`src/rtl/serial_subtractor.sv`:
```
// Bit-serial two's-complement subtractor: computes a - b one bit per clock,
// LSB first, with a single full-subtractor cell and a borrow flip-flop.
//
// Parameters:
//   WIDTH   operand/result width in bits (>= 2)
// Ports:
//   clk     system clock, rising-edge active
//   rst     asynchronous active-high reset
//   start   begin a subtraction (sampled only while idle)
//   a, b    minuend / subtrahend, captured on the accepting edge
//   diff    registered a - b mod 2^WIDTH
//   borrow  unsigned borrow out (a < b)
//   ovf     signed overflow of the subtraction
//   busy    high while bits are being processed
//   done    one-cycle pulse when diff/borrow/ovf update
module serial_subtractor #(
    parameter int WIDTH = 4
) (
    input  logic             clk,
    input  logic             rst,
    input  logic             start,
    input  logic [WIDTH-1:0] a,
    input  logic [WIDTH-1:0] b,
    output logic [WIDTH-1:0] diff,
    output logic             borrow,
    output logic             ovf,
    output logic             busy,
    output logic             done
);

    localparam int CNT_W = $clog2(WIDTH) + 1;

    localparam logic [CNT_W-1:0] CNT_LAST = CNT_W'(WIDTH - 1);
    localparam logic [CNT_W-1:0] CNT_ONE  = CNT_W'(1);

    localparam logic [1:0] S_IDLE  = 2'd0;
    localparam logic [1:0] S_SHIFT = 2'd1;
    localparam logic [1:0] S_DONE  = 2'd2;

    logic [1:0]       state_q,  state_d;
    logic [WIDTH-1:0] sa_q,     sa_d;
    logic [WIDTH-1:0] sb_q,     sb_d;
    // Only WIDTH-1 bits are kept: the top result bit is the current
    // cycle's d and goes straight into diff on the final edge.
    logic [WIDTH-2:0] r_q,      r_d;
    logic             bw_q,     bw_d;
    logic [CNT_W-1:0] cnt_q,    cnt_d;
    logic             am_q,     am_d;
    logic             bm_q,     bm_d;
    logic [WIDTH-1:0] diff_q,   diff_d;
    logic             borrow_q, borrow_d;
    logic             ovf_q,    ovf_d;

    // Full-subtractor cell
    logic             d_bit;
    logic             bw_nxt;
    logic [WIDTH-1:0] r_shift;

    assign d_bit   = sa_q[0] ^ sb_q[0] ^ bw_q;
    assign bw_nxt  = (~sa_q[0] & sb_q[0])
                   | (~(sa_q[0] ^ sb_q[0]) & bw_q);
    assign r_shift = {d_bit, r_q};

    always_comb begin
        state_d  = state_q;
        sa_d     = sa_q;
        sb_d     = sb_q;
        r_d      = r_q;
        bw_d     = bw_q;
        cnt_d    = cnt_q;
        am_d     = am_q;
        bm_d     = bm_q;
        diff_d   = diff_q;
        borrow_d = borrow_q;
        ovf_d    = ovf_q;

        case (state_q)
            S_IDLE: begin
                if (start) begin
                    sa_d    = a;
                    sb_d    = b;
                    bw_d    = 1'b0;
                    cnt_d   = '0;
                    am_d    = a[WIDTH-1];
                    bm_d    = b[WIDTH-1];
                    state_d = S_SHIFT;
                end
            end
            S_SHIFT: begin
                bw_d  = bw_nxt;
                r_d   = r_shift[WIDTH-1:1];
                sa_d  = sa_q >> 1;
                sb_d  = sb_q >> 1;
                cnt_d = cnt_q + CNT_ONE;
                if (cnt_q == CNT_LAST) begin
                    state_d  = S_DONE;
                    diff_d   = r_shift;
                    borrow_d = bw_nxt;
                    // Overflow only when operand signs differ and the
                    // result sign disagrees with the minuend.
                    ovf_d    = (am_q != bm_q) & (d_bit != am_q);
                end
            end
            S_DONE: begin
                state_d = S_IDLE;
            end
            default: begin
                state_d = S_IDLE;
            end
        endcase
    end

    always_ff @(posedge clk or posedge rst) begin
        if (rst) begin
            state_q  <= S_IDLE;
            sa_q     <= '0;
            sb_q     <= '0;
            r_q      <= '0;
            bw_q     <= 1'b0;
            cnt_q    <= '0;
            am_q     <= 1'b0;
            bm_q     <= 1'b0;
            diff_q   <= '0;
            borrow_q <= 1'b0;
            ovf_q    <= 1'b0;
        end else begin
            state_q  <= state_d;
            sa_q     <= sa_d;
            sb_q     <= sb_d;
            r_q      <= r_d;
            bw_q     <= bw_d;
            cnt_q    <= cnt_d;
            am_q     <= am_d;
            bm_q     <= bm_d;
            diff_q   <= diff_d;
            borrow_q <= borrow_d;
            ovf_q    <= ovf_d;
        end
    end

    assign diff   = diff_q;
    assign borrow = borrow_q;
    assign ovf    = ovf_q;
    assign busy   = (state_q == S_SHIFT);
    assign done   = (state_q == S_DONE);

endmodule

```
`config.mk`:
```
export PLATFORM = sky130hd
export DESIGN_NAME = serial_subtractor
export DESIGN_NICKNAME = d
export VERILOG_FILES = /design/src/rtl/serial_subtractor.sv
export SDC_FILE = /design/constraint.sdc
export NUM_CORES = 1
export LEC_CHECK = 0
export BUFFER_PORTS_ARGS = -buffer_cell sky130_fd_sc_hd__buf_2
export CAP_MARGIN = 15
export CELL_PAD_IN_SITES_DETAIL_PLACEMENT = 1
export CELL_PAD_IN_SITES_GLOBAL_PLACEMENT = 2
export CORE_MARGIN = 3
export CORE_UTILIZATION = 37
export DETAILED_ROUTE_END_ITERATION = 6
export PLACE_DENSITY = 0.86
export SYNTH_ARGS = -nofsm -noshare
export SYNTH_HDL_FRONTEND = slang
export SYNTH_SLANG_ARGS = --single-unit
```
`constraint.sdc`:
```
create_clock -name clk -period 3.7 [get_ports clk]
set_input_delay 0.555 -clock clk [delete_from_list [all_inputs] [get_ports clk]]
set_output_delay 0.555 -clock clk [all_outputs]
set_load 0.01 [all_outputs]
```
# == Word-level counts from Yosys, hierarchy flattened ==
# Index checks and enable logic that the tools add are counted.
# Widths: inputs -> output; s select.
# totals
inputBits,11
regBits,25
# classes
n_eq_ne,7
n_mux,11
n_reduce_logical,6
bitwise_logic,8
n_addsub,1
# ops
operator,count
$pmux 4 s2,2
$mux 4,2
$reduce_and 2->1,4
$pmux 3 s2,1
$mux 2,2
$pmux 2 s2,1
$add 3x1->3 const B,1
$and 1x1->1,3
$eq 3x2->1 const B,1
$mux 3,1
$eq 2x1->1 const B,1
$eq 2x2->1 const B,1
$logic_not 2->1,1
$ne 1x1->1,2
$ne 2x1->1 const B,1
$ne 2x2->1 const B,1
$not 1->1,2
$pmux 1 s2,1
$reduce_bool 2->1,1
$xor 1x1->1,2
$mux 1,1
$or 1x1->1,1

# == Logic depth before layout (Yosys ltp) ==
# Gate-level depths: netlist of run 1.
# depth
word_depth,5
depth_mapped,5
ltp_nobuf,5

# == Least setup slack after synthesis of run 1 ==
# OpenSTA, ideal clock, no wires.
# synth_path
path_kind,register to output
from,reg state_q[1]
to,out done
slack_ns,2.275
t_arrival_ns,0.870
path_stages_with_launch,3
required_ns,3.145
n_path_buf,1
path_cell_list,dfrtp_1 > clkbuf_1 > nor2b_1
# synth_via
elab_chain_len,1
# synth_lines
item,line,rtl
start: declaration,40,"logic [1:0] state_q, state_d;"
start signal: assignment,127,state_q <= state_d;
$eq 2x2->1,145,assign done = (state_q == S_DONE);
end: declaration,28,output logic done
# No other way between the ends.

# == Final worst setup path of run 1 ==
# layout_path
from,reg state_q[0]
to,out busy
# layout_via
elab_chain_len,1
# layout_lines
item,line,rtl
$eq 2x1->1,144,assign busy = (state_q == S_SHIFT);
end: declaration,27,"output logic busy,"
# No other way between the ends.

==> results.py, run 1 <==
metrics = {
    "clock_network": {
        "htreeDepth": 1,
        "cts_setup_buffers": 0,
        "ctsHoldBuffers": 0,
        "post_cts_resized": 0,
        "clock_sinks": 25,
        "clkTransAtPathRegs_ns": 0.14,
        "cts-buffers-inserted": 3,
        "clock_latency_ns": 0.31,
        "cts_tree": "built",
        "clockRootBuffer": "clkbuf_4",
        "clk_path_buf_depth": 2,
    },
    "grt": {
        "grt_pass1_wl_um": 4140,
        "grt_antenna_before_repair": 0,
        "track_usage": 0.1514,
        "grt_max_degree": 26,
        "grt_pass1_vias": 883,
        "grt_overflow_total": 0,
    },
    "route": {
        "dr.pass1.iters": 4,
        "wl_per_cell_um": 15.65,
        "drc": 0,
        "ant_nets": 0,
        "drt-initial-drc-count": 37,
        "vias": 822,
        "viasPerCell": 5.269,
        "wl_um": 2441,
    },
    "status": {
        "run_status": "completed",
    },
    "finish": {
        "layoutNonFillerInstCount": 156,
        "antennaDiodeCount": 0,
        "layout-drive-gt1-share": 0.2000,
        "area_delta_synth_final_pct": 12.17,
        "multi_input_area_um2": 461.7,
        "ff_latch_area_um2": 625.6,
        "nets": 140,
        "nFillCells": 325,
    },
    "power_and_ir_drop": {
        "swShare": 0.3908,
        "irDropWorstVdd_uv": 363.3,
        "power_frac_comb": 0.390,
        "total_switching_power_mw": 0.3882,
        "p_clk_frac": 0.121,
        "power_density_nw_per_um2": 783.1,
        "internal_power_mw": 0.6053,
        "sequentialPowerShare": 0.489,
        "leakagePower_nw": 0.6296,
    },
    "sta": {
        "finalHoldViolations": 0,
        "fin_skew_ns": 0.01448,
        "fmax_mhz": 447.6,
        "setup_viol": 0,
        "rsz0062_at_grt": "false",
        "fin_crit_ns": 2.234,
        "period_share": 0.6038,
        "tns_ns": 0,
        "slew_viol_final": 0,
        "tightest_slew_ns": 0.9159,
        "relSlewSlack": 0.3887,
    },
    "setup_path": {
        "r2r_cells": 3,
        "crit_slowest_cell": "dfrtp_1",
        "path_cells": "nand2b_1 > inv_2 > buf_2",
        "rr_endpoint": "am_q$_DFFE_PP0P_",
        "worstPathMaxFanout": 15,
        "crit_type": "register to output pin",
        "arrival_ns": 1.68,
        "cp-start-kind": "register",
        "rr_startpoint": "state_q[1]$_DFFE_PP0P_",
        "r2r_setup_slack_ns": 1.98,
        "max_stage_delay_ns": 0.68,
        "crit_family": "flip-flops",
        "end_kind": "output pin",
        "critPathRequiredTime_ns": 3.14,
        "path_buf_inv": 2,
    },
    "run": {
        "drv_cap": 0,
    },
    "floorplan": {
        "fp.coreArea_um2": 2829,
        "die_w_um": 61.29,
        "ios": 19,
        "rows": 19,
        "fp.dieArea_um2": 3756,
        "start_util": 0.3998,
        "die_h_um": 61.29,
    },
    "yosys": {
        "synth-seq-cells": 25,
        "syn_area_um2": 1131,
        "yosys_warnings": 0,
        "ys_types": 24,
        "syn_inst": 107,
        "postSynthNetCount": 121,
        "synth_seq_area_share": 0.5531,
        "avgSynthCellArea_um2": 10.57,
    },
    "placed_design": {
        "dp_hpwl_um": 1768,
        "port_buffers": 18,
        "dp_cells": 152,
        "place_congestion": 0.8494,
    },
    "hold_path": {
        "hold_path_class": "input pin to async pin",
    },
}
[per-stage QoR]
stage | area (µm²) | hold slack [ns] | total power [mW] | setup WS (ns) | util
6_report | 1269 | 0.4166 | 0.9935 | 1.466 | 0.4485
5_1_grt | 1269 | 0.4729 | 1.088 | 1.317 | 0.4485
4_1_cts | 1269 | 0.4565 | 1.011 | 1.456 | 0.4485
3_5_place_dp | 1242 | 0.4706 | 0.8832 | 1.783 | 0.4392
3_3_place_gp | 1242 | 0.4644 | 0.8568 | 1.860 | 0.4392
2_1_floorplan | 1131 | 0.4386 | 0.7489 | 2.275 | -
[worst register-to-register path, stage by stage (launching register included)]
cell,delay (ns)
dfrtp_1,0.55
nor2b_1,0.51
and2b_1,0.26
mux2_4,0.31
[flip-flops by register name, indices dropped and copies added, names as in the netlist]
signal / cells
bm_q: 1
r_q: 3
borrow: 1
state_q: 2
sa_q: 4
bw_q: 1
am_q: 1
sb_q: 4
ovf: 1
cnt_q: 3
diff: 4
[cell usage in the layout (no fill, tap or decap), drive strengths merged]
cell type	instances
a21oi	8
a22o	1
a22oi	5
a2bb2oi	1
and2b	1
and3b	2
buf	18
clkbuf	4
dfrtp	25
fa	1
ha	2
inv	7
mux2	6
mux2i	1
nand2	17
nand2b	1
nand3b	1
nor2	2
nor2b	8
o21ai	13
o21bai	1
[kinds of logic after synthesis]
family	after synthesis	synth area share
fa+ha+maj	3	0.03982
mux	7	0.07522
buf+inv	11	0.03872
flops	25	0.5531
simple gates	32	0.1449
compound gates	29	0.1482
[Yosys cell counts, drive strengths merged]
| master | instances | area, µm² |
|---|---|---|
| nor2 | 2 | 7.510 |
| buf | 2 | 10.01 |
| nand3b | 1 | 11.26 |
| a21oi | 8 | 40.04 |
| inv | 7 | 26.27 |
| and3b | 2 | 17.52 |
| o21bai | 1 | 7.510 |
| a22o | 1 | 8.760 |
| a22oi | 5 | 37.54 |
| and2b | 1 | 7.510 |
| dfrtp | 25 | 625.6 |
| a2bb2oi | 1 | 8.760 |
| mux2 | 6 | 75.07 |
| nand2b | 1 | 6.260 |
| fa | 1 | 20.02 |
| clkbuf | 2 | 7.510 |
| nor2b | 8 | 50.05 |
| o21ai | 13 | 65.06 |
| mux2i | 1 | 10.01 |
| ha | 2 | 25.02 |
| nand2 | 17 | 63.81 |
[how the worst max path moves through the flow]
stage	from	end	slack (ns)	cells after the start
2_1_floorplan	state_q[1]$_DFFE_PP0P_	done	2.28	2
3_3_place_gp	start	bm_q$_DFFE_PP0P_	1.86	4
3_5_place_dp	start	am_q$_DFFE_PP0P_	1.78	4
4_1_cts	state_q[0]$_DFFE_PP0P_	busy	1.46	3
5_1_grt	state_q[0]$_DFFE_PP0P_	busy	1.32	3
6_report	state_q[0]$_DFFE_PP0P_	busy	1.47	3
[final cells by class]
type | count | area share
inverters | 7 | 0.02071
clock buffers | 4 | 0.02071
repair buffers | 18 | 0.07101
flip-flops and latches | 25 | 0.4931
multi-input cells | 71 | 0.3639
well taps | 31 | 0.03057
[power groups by stage]
stage | clock network [mW] | logic [mW] | registers, mW
6_report | 0.120 | 0.387 | 0.486
5_1_grt | 0.140 | 0.446 | 0.502
4_1_cts | 0.124 | 0.399 | 0.487
3_5_place_dp | 0 | 0.390 | 0.493
3_3_place_gp | 0 | 0.373 | 0.484
2_1_floorplan | 0 | 0.288 | 0.461
[layer usage]
layer / wire length (µm) / global-route usage / vias to the layer above
met4: 13 / 0.05573 / 0
met3: 54 / 0.01887 / 2
met1: 1189 / 0.2095 / 412
met2: 1183 / 0.2432 / 10
li1: - / - / 398
met5: 0 / 0 / -
(Power assumes the default switching activity.)
==> run 2: changes to the inputs <==
--- a/config.mk
+++ b/config.mk
@@ -5,14 +5,15 @@
 export SDC_FILE = /design/constraint.sdc
 export NUM_CORES = 1
 export LEC_CHECK = 0
+export ABC_AREA = 1
 export BUFFER_PORTS_ARGS = -buffer_cell sky130_fd_sc_hd__buf_2
 export CAP_MARGIN = 15
 export CELL_PAD_IN_SITES_DETAIL_PLACEMENT = 1
 export CELL_PAD_IN_SITES_GLOBAL_PLACEMENT = 2
 export CORE_MARGIN = 3
-export CORE_UTILIZATION = 37
+export CORE_UTILIZATION = 29
 export DETAILED_ROUTE_END_ITERATION = 6
-export PLACE_DENSITY = 0.86
+export PLACE_DENSITY = 0.77
 export SYNTH_ARGS = -nofsm -noshare
 export SYNTH_HDL_FRONTEND = slang
 export SYNTH_SLANG_ARGS = --single-unit
==> constraint.sdc (replaced) <==
create_clock -name clk -period 1.9 [get_ports clk]
set_input_delay 0.285 -clock clk [delete_from_list [all_inputs] [get_ports clk]]
set_output_delay 0.285 -clock clk [all_outputs]
set_load 0.01 [all_outputs]
==> run 2 against run 1 <==
  * Critical path depth unchanged
  * Largest cell class unchanged
  * Global-route usage fell by 3.9 points
  * Register-to-register slack worse by 1.4 ns
  * Cell count up 29%
  * Non-clock buffer count grew 2
  * Area after synthesis up 2.8%
  * Critical endpoint is now done
  * Die area grew 28%
  * Largest power group is now combinational cells
  * Sequential power rose by 88%
  * First-iteration DRC count is 14% lower
  * Count of clock-buffer cells in the layout did not move
  * Setup slack worse by 1.0 ns
  * Combinational power grew to 2.6 times the previous value
==> results.py, run 2 <==
metrics = {
    "yosys": {
        "synthArstFlopShare": 1.000,
        "postSynthNetCount": 148,
        "synth_seq_area_share": 0.5382,
        "synth-seq-cells": 25,
        "yosysTopAreaCell": "dfrtp_1",
        "synth_common_cells": "nand2_1, dfrtp_1, nand3_1",
        "yosys_warnings": 0,
        "synth_top_area_share": 0.5382,
        "avgSynthCellArea_um2": 8.674,
        "syn_inst": 134,
        "ys_types": 17,
        "synth_top_flop_cell": "dfrtp_1",
        "synth_edf_count": 0,
        "yosysMostFrequentCell": "nand2_1",
        "synthTopCellsByArea": "dfrtp_1, nand2_1, nand3_1",
        "syn_area_um2": 1162,
    },
    "finish": {
        "area_delta_synth_final_pct": 14.75,
        "nets": 169,
        "design_area_um2": 1334,
        "mostFrequentLayoutCell": "nand2_1",
        "layout_common_cells": "nand2_1, dfrtp_1, nand3_1",
        "antennaDiodeCount": 0,
        "layout-drive-gt1-share": 0.1948,
        "layoutNonFillerInstCount": 202,
        "post-route-util": 0.3537,
    },
    "power_and_ir_drop": {
        "irDropWorstVdd_uv": 388.8,
        "leakagePower_nw": 0.7183,
        "power_density_nw_per_um2": 1666,
        "power_mw": 2.222,
    },
    "setup_path": {
        "worstPathMaxFanout": 10,
        "crit_type": "register to output pin",
        "critPathRequiredTime_ns": 1.62,
        "path_cells": "buf_4 > nor2_1 > buf_2",
        "cp-start-kind": "register",
        "end_kind": "output pin",
        "arrival_ns": 1.15,
        "max_stage_delay_ns": 0.44,
        "r2r_setup_slack_ns": 0.55,
        "crit_slowest_cell": "dfrtp_1",
    },
    "floorplan": {
        "die_h_um": 69.31,
        "start_util": 0.3082,
        "fp.dieArea_um2": 4804,
        "die_w_um": 69.31,
        "fp.coreArea_um2": 3771,
        "rows": 22,
        "ios": 19,
    },
    "clock_network": {
        "ctsHoldBuffers": 0,
        "cts-buffers-inserted": 3,
        "post_cts_resized": 0,
        "clock_sinks": 25,
        "clkTransAtPathRegs_ns": 0.09,
        "htreeDepth": 1,
        "cts_setup_buffers": 0,
        "cts_tree": "built",
        "clk_path_buf_depth": 2,
        "clockRootBuffer": "clkbuf_8",
        "clock_latency_ns": 0.27,
    },
    "sta": {
        "slew_viol_final": 0,
        "finalHoldViolations": 0,
        "period_share": 0.7532,
        "tightest_slew_ns": 0.3359,
        "fmax_mhz": 698.8,
        "tns_ns": 0,
        "fin_skew_ns": 0.001697,
        "relSlewSlack": 0.7760,
        "setup_viol": 0,
        "rsz0062_at_grt": "false",
        "fin_crit_ns": 1.431,
    },
    "run": {
        "drv_cap": 0,
    },
    "hold_path": {
        "hold_path_class": "input pin to async pin",
    },
    "grt": {
        "track_usage": 0.1123,
        "grt_pass1_vias": 976,
        "grt.busiest_layer": "met2",
        "grt_antenna_before_repair": 0,
        "grtUsageMet1": 0.1397,
        "use_met2": 0.1949,
        "grt_overflow_total": 0,
        "grtUsageMet3": 0.02319,
        "grt_max_degree": 27,
        "grt_pass1_wl_um": 4395,
    },
    "placed_design": {
        "dp_hpwl_um": 1797,
        "place_congestion": 0.7010,
        "port_buffers": 18,
        "dp_cells": 198,
        "placed_area_um2": 1289,
    },
    "status": {
        "run_status": "completed",
    },
    "route": {
        "wl_per_cell_um": 12.26,
        "drc": 0,
        "ant_nets": 0,
        "dr.pass1.iters": 4,
        "viasPerCell": 4.589,
        "vias": 927,
        "drt-initial-drc-count": 32,
        "wl_um": 2476,
    },
}
[run 2: cell count changes in the layout (fill, tap and decap cells not counted), sizes merged, moves of 6 or more]
cell	before	now
nor2b	8	0
inv	7	23
nand2	17	36
a21oi	8	1
mux2	6	0
nand3	0	22
[run 2: kinds of logic (layout without fill, tap and decap cells)]
logic type	Yosys count	count (layout)	share of synthesized area
adder cells (fa/ha/maj)	3	3	0.03875
AO/OA/AOI/OAI	15	15	0.06566
buffers and inverters	27	47	0.1076
AND/OR/NAND/NOR	64	64	0.2497
flip-flops	25	25	0.5382
[run 2: worst paths after layout]
| path | startpoint | to | cells past startpoint |
|---|---|---|---|
| hold reg to reg | cnt_q[0]$_DFFE_PP0P_ | cnt_q[0]$_DFFE_PP0P_ | 1 |
| setup reg to reg | sa_q[0]$_DFFE_PP0P_ | ovf$_DFFE_PP0P_ | 6 |
| min in group clk | b[3] | bm_q$_DFFE_PP0P_ | 3 |
| max in group asynchronous | rst | cnt_q[2]$_DFFE_PP0P_ | 3 |
| setup / recovery | state_q[0]$_DFFE_PP0P_ | done | 3 |
| hold / removal | rst | ovf$_DFFE_PP0P_ | 3 |
[run 2: metrics by stage]
| step | hold slack (ns) | setup WS, ns |
|---|---|---|
| 3_3_place_gp | 0.3519 | 0.5628 |
| 2_1_floorplan | 0.3123 | 0.6261 |
| 4_1_cts | 0.06424 | 0.4555 |
| 5_1_grt | 0.09583 | 0.3995 |
| 3_5_place_dp | 0.3619 | 0.5567 |
| 6_report | 0.05905 | 0.4689 |
[run 2: final cells by class]
type                       instances  area, µm²
timing repair buffer              20      105.1
inverter                          23      86.33
sequential                        25      625.6
tap                               48      60.06
clock buffer                       4      45.04
fill                             455       2437
multi-input combinational         82      411.6
[run 2: layer usage]
layer,part of all wire,wire length [µm]
met2,0.48,1179
met1,0.48,1177
met4,0.011,27
met3,0.037,92
met5,0,0
[run 2: where the power goes]
part	switching, mW	total [mW]	internal (mW)
clock	0.167	0.317	0.150
sequential	0.136	0.914	0.778
combinational	0.624	0.991	0.368
[run 2: critical path, delay by kind of cell, from the launching register on]
| family | cells | cell delay [ns] |
|---|---|---|
| and+or+nand+nor | 1 | 0.11 |
| buffers and inverters | 2 | 0.34 |
| DFF | 1 | 0.44 |
==> run 3: changes to the inputs <==
==> constraint.sdc (replaced) <==
create_clock -name clk -period 1.25 [get_ports clk]
set_input_delay 0.1875 -clock clk [delete_from_list [all_inputs] [get_ports clk]]
set_output_delay 0.1875 -clock clk [all_outputs]
set_load 0.01 [all_outputs]
==> run 3 against run 2 <==
  * The flow now finishes with violations (setup timing)
  * Critical path depth grew 4
  * Count of clock-buffer cells in the layout shrank 1
  * Clock power rose by 62%
  * Power rose by 70%
  * Register-to-register slack worse by 0.65 ns
  * Sequential power up 53%
  * Sequential share of layout area down 4.6 points
  * Flip-flop and latch count unchanged
  * Cell count increased by 5.9%
  * Global-route usage increased by 0.91 points
==> results.py, run 3 (synthesis gave the netlist of run 2 again) <==
metrics = {
    "placed_design": {
        "dp_hpwl_um": 1938,
        "pre_cts_slack_ns": -0.1007,
        "place_congestion": 0.7547,
        "placed_area_um2": 1319,
        "port_buffers": 18,
    },
    "floorplan": {
        "ios": 19,
        "start_util": 0.3082,
        "die_w_um": 69.31,
        "die_h_um": 69.31,
        "rows": 22,
        "fp.dieArea_um2": 4804,
        "fp.coreArea_um2": 3771,
    },
    "route": {
        "viasPerCell": 4.528,
        "drt-initial-drc-count": 41,
        "dr.pass1.iters": 4,
        "wl_um": 2691,
        "wl_per_cell_um": 12.57,
        "vias": 969,
        "ant_nets": 0,
        "drc": 0,
    },
    "setup_path": {
        "critPathRequiredTime_ns": 1.43,
        "r2r_setup_slack_ns": -0.10,
        "path_buf_inv": 1,
        "r2r_cells": 7,
        "rr_endpoint": "ovf$_DFFE_PP0P_",
        "rr_startpoint": "bw_q$_DFFE_PP0P_",
        "worstPathMaxFanout": 3,
        "crit_family": "adder cells",
        "cp_common_cell": "nand2_1",
        "cp-start-kind": "register",
        "max_stage_delay_ns": 0.58,
        "setup.worst_path.end": "ovf$_DFFE_PP0P_",
        "end_kind": "register",
        "crit_slowest_cell": "fa_1",
        "cp.depth": 7,
        "path_cells": "inv_2 > fa_1 > nor2_1 > nand2_1 > nand2_1 > nand2_1 > nand2_1",
        "crit_type": "register to register",
        "arrival_ns": 1.54,
        "worstSetupStartpoint": "bw_q$_DFFE_PP0P_",
    },
    "sta": {
        "period_share": 1.083,
        "fin_skew_ns": 0.004447,
        "rsz0062_at_grt": "true",
        "slew_viol_final": 0,
        "finalHoldViolations": 0,
        "fin_crit_ns": 1.354,
        "fmax_mhz": 738.8,
        "setup_viol": 2,
        "finalHoldWorstSlack_ns": 0.1406,
        "tightest_slew_ns": 0.3333,
        "relSlewSlack": 0.7778,
        "setup_ws_ns": -0.1036,
    },
    "status": {
        "violations": "setup timing",
        "run_status": "complete, but fails checks",
    },
    "hold_path": {
        "hold_path_class": "input pin to register",
    },
    "clock_network": {
        "cts-buffers-inserted": 3,
        "htreeDepth": 1,
        "cts_tree": "built",
        "clkTransAtPathRegs_ns": 0.10,
        "clockRootBuffer": "clkbuf_8",
        "clk_path_buf_depth": 2,
        "clock_latency_ns": 0.28,
        "clock_sinks": 25,
    },
    "power_and_ir_drop": {
        "power_mw": 3.785,
        "irDropWorstVdd_uv": 612.0,
        "power_density_nw_per_um2": 2555,
        "leakagePower_nw": 0.7847,
    },
    "finish": {
        "nets": 181,
        "mostFrequentLayoutCell": "nand2_1",
        "layout_common_cells": "nand2_1, dfrtp_1, nand3_1",
        "area_delta_synth_final_pct": 27.45,
        "layout-drive-gt1-share": 0.2831,
        "post-route-util": 0.3928,
        "design_area_um2": 1481,
        "nFillCells": 468,
        "antennaDiodeCount": 0,
    },
    "grt": {
        "grt_pass1_wl_um": 4781,
        "track_usage": 0.1214,
        "grt_max_degree": 26,
        "grt_antenna_before_repair": 0,
        "grt_overflow_total": 0,
        "grt_pass1_vias": 1031,
    },
    "run": {
        "drv_cap": 0,
    },
}
==> run 3: cell count changes in the layout (fill, tap and decap cells not counted), sizes merged <==
cell | previous run | this run
buf | 20 | 31
clkbuf | 4 | 3
clkinvlp | 0 | 1
dlygate4sd3 | 0 | 1
==> run 3: tightest hold or removal path: cells and delay by family <==
kind          cells  cell delay (ns)
simple gates      2             0.12
buf+inv           1             0.07
==> run 3: timing repair <==
item / in CTS / in global routing
pin swaps: 4 / 2
hold buffers: 1 / 0
buffers inserted: 1 / 6
setup endpoints to repair: 5 / 9
gates resized for setup: 8 / 8
endpoints found under the hold margin: 25 / 0
==> run 3: power by group <==
part / internal, mW / total [mW] / switching [mW]
clock: 0.227 / 0.512 / 0.285
combinational: 0.815 / 1.88 / 1.06
sequential: 1.18 / 1.40 / 0.210
total: 2.23 / 3.78 / 1.56
==> run 3: layout make-up <==
class | instances | area (µm²) | share of cell area
Multi-Input combinational cell | 82 | 434.2 | 0.2931
Clock inverter | 1 | 7.507 | 0.005068
Tap cell | 48 | 60.06 | 0.04054
Clock buffer | 3 | 41.29 | 0.02787
Sequential cell | 25 | 626.9 | 0.4231
Timing Repair Buffer | 32 | 225.2 | 0.1520
Inverter | 23 | 86.33 | 0.05828
==> run 3: how the worst min path moves through the flow <==
stage,from,end,slack [ns],depth (start not counted)
2_1_floorplan,rst,am_q$_DFFE_PP0P_,0.21,1
3_3_place_gp,rst,ovf$_DFFE_PP0P_,0.26,3
3_5_place_dp,rst,borrow$_DFFE_PP0P_,0.27,3
4_1_cts,b[3],bm_q$_DFFE_PP0P_,0.14,3
5_1_grt,a[3],am_q$_DFFE_PP0P_,0.17,3
6_report,b[3],bm_q$_DFFE_PP0P_,0.14,3
==> run 3: per-stage QoR <==
stage,setup TNS (ns),instances
floorplan,-0.004947,134
global placement,-0.04085,202
detailed placement,-0.1404,202
CTS,-0.2085,208
global route,-0.6496,214
finish,-0.1230,214
==> run 3: per-layer routing <==
layer | up-vias | share of wire | GRT usage
li1 | 481 | - | -
met4 | 0 | 0.012 | 0.03905
met3 | 2 | 0.031 | 0.02319
met1 | 469 | 0.46 | 0.1515
met2 | 17 | 0.50 | 0.2097
met5 | - | 0 | 0
